--- config.mk ---
export PLATFORM = sky130hd
export DESIGN_NAME = mem_arbiter
export DESIGN_NICKNAME = d
export VERILOG_FILES = /design/src/rtl/mem_arbiter_pkg.sv /design/src/rtl/mem_arb_pick.sv /design/src/rtl/mem_arbiter.sv
export SDC_FILE = /design/constraint.sdc
export NUM_CORES = 1
export LEC_CHECK = 0
export BUFFER_PORTS_ARGS = -buffer_cell sky130_fd_sc_hd__buf_2
export CORE_UTILIZATION = 35
export DETAILED_ROUTE_END_ITERATION = 16
export SYNTH_ARGS = -nofsm -noshare
export SYNTH_HDL_FRONTEND = slang
export SYNTH_SLANG_ARGS = --single-unit
--- constraint.sdc ---
create_clock -name clk -period 2.1 [get_ports clk]
set_input_delay 0 -clock clk [delete_from_list [all_inputs] [get_ports clk]]
set_output_delay 0 -clock clk [all_outputs]
set_load 0.02 [all_outputs]
--- src/rtl/mem_arbiter_pkg.sv ---
// mypack: shared types and constants for the unified memory port arbiter.
package mypack;
  localparam int ARB_CNT_W = 4;
  typedef enum logic [1:0] {ARB_IDLE, ARB_IF, ARB_LS, ARB_DONE} arb_state_e;
endpackage

--- src/rtl/mem_arb_pick.sv ---
// mem_arb_pick: grant selector, one-hot {ls,if}; MEM_ARB_RR_EN alternates winners on ties.
module mem_arb_pick (
  input  logic       if_req,
  input  logic       ls_req,
`ifdef MEM_ARB_RR_EN
  input  logic       last_gnt,
`endif
  output logic [1:0] gnt
);
  logic ls_pref;
`ifdef MEM_ARB_RR_EN
  assign ls_pref = ~last_gnt;
`else
  assign ls_pref = 1'b1;
`endif
  assign gnt[1] = ls_req & (~if_req | ls_pref);
  assign gnt[0] = if_req & ~gnt[1];
endmodule

--- src/rtl/mem_arbiter.sv ---
// mem_arbiter: shares one fixed-latency memory port between fetch and load/store; MEM_ARB_RR_EN enables round-robin ties.
module mem_arbiter
  import mypack::*;
#(
  parameter int AW       = 32,
  parameter int DW       = 32,
  parameter int WAIT_CYC = 2
) (
  input  logic          clk,
  input  logic          rst,
  input  logic          if_req,
  input  logic [AW-1:0] if_addr,
  output logic [DW-1:0] if_rdata,
  output logic          if_ack,
  input  logic          ls_req,
  input  logic          ls_we,
  input  logic [AW-1:0] ls_addr,
  input  logic [DW-1:0] ls_wdata,
  output logic [DW-1:0] ls_rdata,
  output logic          ls_ack,
  output logic          mem_en,
  output logic          mem_we,
  output logic [AW-1:0] mem_addr,
  output logic [DW-1:0] mem_wdata,
  input  logic [DW-1:0] mem_rdata,
  output logic          busy
);
  arb_state_e           state_q, state_d;
  logic [ARB_CNT_W-1:0] cnt_q, cnt_d;
  logic                 src_q, src_d, we_q, we_d;
  logic [AW-1:0]        addr_q, addr_d;
  logic [DW-1:0]        wdata_q, wdata_d, if_rdata_q, if_rdata_d, ls_rdata_q, ls_rdata_d;
  logic [1:0]           gnt;
`ifdef MEM_ARB_RR_EN
  logic                 last_gnt_q, last_gnt_d;
  mem_arb_pick u_pick (.if_req(if_req), .ls_req(ls_req), .last_gnt(last_gnt_q), .gnt(gnt));
  assign last_gnt_d = (state_q == ARB_IDLE && |gnt) ? gnt[1] : last_gnt_q;
  always_ff @(posedge clk) last_gnt_q <= rst ? 1'b0 : last_gnt_d;
`else
  mem_arb_pick u_pick (.if_req(if_req), .ls_req(ls_req), .gnt(gnt));
`endif
  always_comb begin
    state_d    = state_q;
    cnt_d      = cnt_q;
    src_d      = src_q;
    we_d       = we_q;
    addr_d     = addr_q;
    wdata_d    = wdata_q;
    if_rdata_d = if_rdata_q;
    ls_rdata_d = ls_rdata_q;
    case (state_q)
      ARB_IDLE: if (|gnt) begin
        state_d = gnt[1] ? ARB_LS : ARB_IF;
        cnt_d   = ARB_CNT_W'(WAIT_CYC - 1);
        src_d   = gnt[1];
        we_d    = gnt[1] & ls_we;
        addr_d  = gnt[1] ? ls_addr : if_addr;
        wdata_d = gnt[1] ? ls_wdata : wdata_q;
      end
      ARB_IF, ARB_LS: if (cnt_q == '0) begin
        state_d    = ARB_DONE;
        if_rdata_d = (state_q == ARB_IF) ? mem_rdata : if_rdata_q;
        ls_rdata_d = (state_q == ARB_LS && !we_q) ? mem_rdata : ls_rdata_q;
      end else begin
        cnt_d = cnt_q - ARB_CNT_W'(1);
      end
      default: state_d = ARB_IDLE;
    endcase
  end
  always_ff @(posedge clk) begin
    if (rst) begin
      state_q    <= ARB_IDLE;
      cnt_q      <= '0;
      src_q      <= 1'b0;
      we_q       <= 1'b0;
      addr_q     <= '0;
      wdata_q    <= '0;
      if_rdata_q <= '0;
      ls_rdata_q <= '0;
    end else begin
      state_q    <= state_d;
      cnt_q      <= cnt_d;
      src_q      <= src_d;
      we_q       <= we_d;
      addr_q     <= addr_d;
      wdata_q    <= wdata_d;
      if_rdata_q <= if_rdata_d;
      ls_rdata_q <= ls_rdata_d;
    end
  end
  assign mem_en    = (state_q == ARB_IF) || (state_q == ARB_LS);
  assign mem_we    = (state_q == ARB_LS) && we_q;
  assign mem_addr  = addr_q;
  assign mem_wdata = wdata_q;
  assign if_rdata  = if_rdata_q;
  assign ls_rdata  = ls_rdata_q;
  assign if_ack    = (state_q == ARB_DONE) && !src_q;
  assign ls_ack    = (state_q == ARB_DONE) && src_q;
  assign busy      = state_q != ARB_IDLE;
endmodule

==> summary.txt <==
Clock tree
  • CTS sink cnt: about 140
  • CTS buffer count: 17
  • CTS tree: done
  • Root buffer cell: clkbuf_16
  • CTS resizes: 0
  • Clk slew on worst S/H paths: 60 ps
  • Clock latency on the worst-skew pair: between 400 and 500 ps
  • H-tree depth: 4
  • Max clock buf depth: 2

Floorplanning
  • Die height: approximately 130 um
  • Core area: ~16000 um2
  • Initial core utilization: a little over a third
  • # IOs: 266
  • Die X: 129.9 um
  • FP Rows: 46
  • Die area: about 17000 um2

Synthesis
  • Synth top cells by count: dfxtp_1, nand2b_1, mux2i_1
  • Distinct cells, synth: 33
  • Combinational family with the most area after synthesis: simple AND/OR/NAND/NOR gates
  • Sequential area share after synthesis: 47.58%
  • YS warnings: 0
  • Post-synthesis average cell area: 9.731 um2
  • FF+latch count, synth: around 140
  • Largest cells by area after synthesis: dfxtp_1, mux2i_1, nand2b_1
  • Dominant cell type by area after synthesis: dfxtp_1
  • Adder-cell share of the synthesized area: under 10%
  • Synth Area in Compound Gates: around 9%
  • Mapped Area: between 5000 and 6000 um2
  • Simple logic cell fraction of the synthesized area: around a fifth
  • Top FF cell, synth: dfxtp_1
  • Post-synth ARST share: 0%
  • XOR/XNOR share of the synthesized area: 0%
  • Top-area cell type share of the netlist area: around 48%
  • Syn nets: just over 700
  • Mux contribution to synthesized area: between 10% and 20%
  • Top-count cell post-synth: dfxtp_1
  • EDFF count, synth: 0
  • Cells after synthesis: just under 600

Power
  • Power per cell area: 1053 nW/um2
  • Post-layout power: 9.622 mW
  • P_leak: roughly 4.4 nW
  • VDD IR-drop max: ~0.00057 V

GRT
  • Vias in the first global route: 5129
  • Antenna violations before repair: 0
  • Total global routing overflow: 0
  • Total global routing track utilization: between 15 and 20%
  • First-pass GRT wire length: 25270 um
  • Largest net degree at the start of global routing: 75

Finish
  • Post-route insts no fill: 1200
  • Final #Nets: ~1100
  • Fraction of layout cells with a size suffix above 1: between 30% and 40%
  • Multi-input gate area: ~2700 um2
  • # diodes: 0
  • Syn-to-layout area delta: 59.70%
  • Seq. cell area: ~2700 um2
  • Final core occ: between 50% and 60%
  • Fill count: approximately 1300

Detailed routing
  • # DRC: 0
  • WL final: 16310 um
  • Vias per std cell: ~4.5
  • Routed vias: roughly 5400
  • Avg WL per Cell: around 14 um
  • ANT nets after route: 0
  • Initial drt markers: approximately 170
  • Pre-antenna DRT Iters: 4

Timing
  • Max-slew headroom: 63.69%
  • Layout Skew: around 9 ps
  • Tmin final: 1821 ps
  • RSZ-0062 raised after global routing: no
  • F_max: around 0.55 GHz
  • Final hold viol count: 0
  • Fin crit share: 86.70%
  • Final Max Tran Viols: 0
  • Finish-stage setup viols: 0
  • Post-route setup TNS: 0 ps
  • Slew @ Worst Pin: 539.0 ps

Min path
  • Hold path depth: 2
  • Hold Path End: cnt_q[3]
  • Worst hold path type: in -> reg
  • Hold path startpoint: rst

Setup path
  • FF-to-FF End: if_rdata[13]
  • Critical path class: reg -> reg
  • Worst reg2reg path depth: 6
  • Crit-path max FO: 15
  • Critical Path RT: between 2000 and 2500 ps
  • FF-to-FF setup slack: 280 ps
  • Slowest-stage cell, CP: dfxtp_1
  • Crit-path cells: inv_1 > ha_1 > and4bb_1 > and2_2 > buf_12 > mux2i_1
  • Worst r2r src: state_q[0]
  • Type of origin of the critical path: flip-flop
  • Worst EP arrival: 2160 ps
  • Worst path max stage delay: around 390 ps
  • Setup crit end kind: flip-flop

Placement
  • Cells after DPL: just over 1000
  • # port buffers: 265
  • Routability cong.: approximately 0.73
  • Hpwl dp: 10110 um

Status
  • Status: completed

Job
  • Max-cap violation count: 0
[sequential cells by signal, summed over array words and instances (netlist names)]
register   flops
cnt_q          4
if_rdata      32
ls_rdata      32
mem_addr      32
mem_wdata     32
src_q          1
state_q        2
we_q           1
[power breakdown]
group	leakage, nW	internal, mW	switching (mW)
clock	0.301	2.03	1.18
sequential	1.11	3.05	0.236
combinational	2.98	1.31	1.82
[logic make-up after synthesis]
logic type               Yosys count
AO/OA/AOI/OAI                     79
adder cells (fa/ha/maj)            6
buffers and inverters             53
flip-flops                       136
multiplexers                      98
AND/OR/NAND/NOR                  216
[placed cells by master (no fill, tap or decap), drive strengths merged, types with 2 or more instances in the layout]
cell type / netlist / layout
o32ai: 3 / 3
buf: 29 / 280
clkinv: 0 / 3
nor2: 36 / 36
nand2b: 98 / 98
o21a: 2 / 2
nor2b: 3 / 3
clkbuf: 17 / 19
a21oi: 36 / 36
nand2: 67 / 67
inv: 7 / 10
bufinv: 0 / 4
a211oi: 32 / 32
a22oi: 2 / 2
dlygate4sd3: 0 / 130
and2: 4 / 4
dfxtp: 136 / 136
ha: 6 / 6
o21ai: 2 / 2
mux2i: 97 / 97
clkinvlp: 0 / 3
or3b: 2 / 2
[through the flow]
stage	worst slack, ps	area (um2)	hold WS, ps
6_report	279.4	9138	18.44
5_1_grt	118.8	9138	29.32
4_1_cts	258.9	9138	3.229
3_5_place_dp	277.0	7202	246.2
3_3_place_gp	366.0	7202	242.3
2_1_floorplan	262.6	5722	136.0
[cell type report]
type                    instances  area share, %
clock buffers                  19          4.847
well taps                     216          2.958
multi-input cells             399          29.32
repair buffers                410          30.70
clock inverters                13          2.095
inverters                       7         0.2876
flip-flops and latches        136          29.80
[how the worst max path moves through the flow]
stage | startpoint | endpoint | slack, ps
global route | state_q[0] | if_rdata[20] | 120
detailed placement | state_q[0] | if_rdata[13] | 280
global placement | state_q[0] | if_rdata[12] | 370
finish | state_q[0] | if_rdata[13] | 280
CTS | state_q[0] | if_rdata[13] | 260
floorplan | state_q[0] | if_rdata[10] | 260
[critical path: cells and delay by family, from the launching register on]
kind / cells / cell delay, ps
and+or+nand+nor: 2 / 570
DFF: 1 / 390
buffers and inverters: 2 / 290
adders and majority gates: 1 / 290
muxes: 1 / 200
[timing repair]
item / 4_1_cts / 5_1_grt
buffers inserted: 0 / 0
hold buffers: 130 / 0
hold endpoints to repair: 130 / 0
[layer usage]
| layer | global-route usage (%) | wire (um) | up-vias |
|---|---|---|---|
| met3 | 5.412 | 1068 | 24 |
| met1 | 23.99 | 7368 | 2428 |
| met2 | 31.42 | 7542 | 213 |
| li1 | - | - | 2742 |
| met5 | 0 | 0 | - |
| met4 | 8.003 | 325 | 0 |
(Power assumes the default switching activity.)
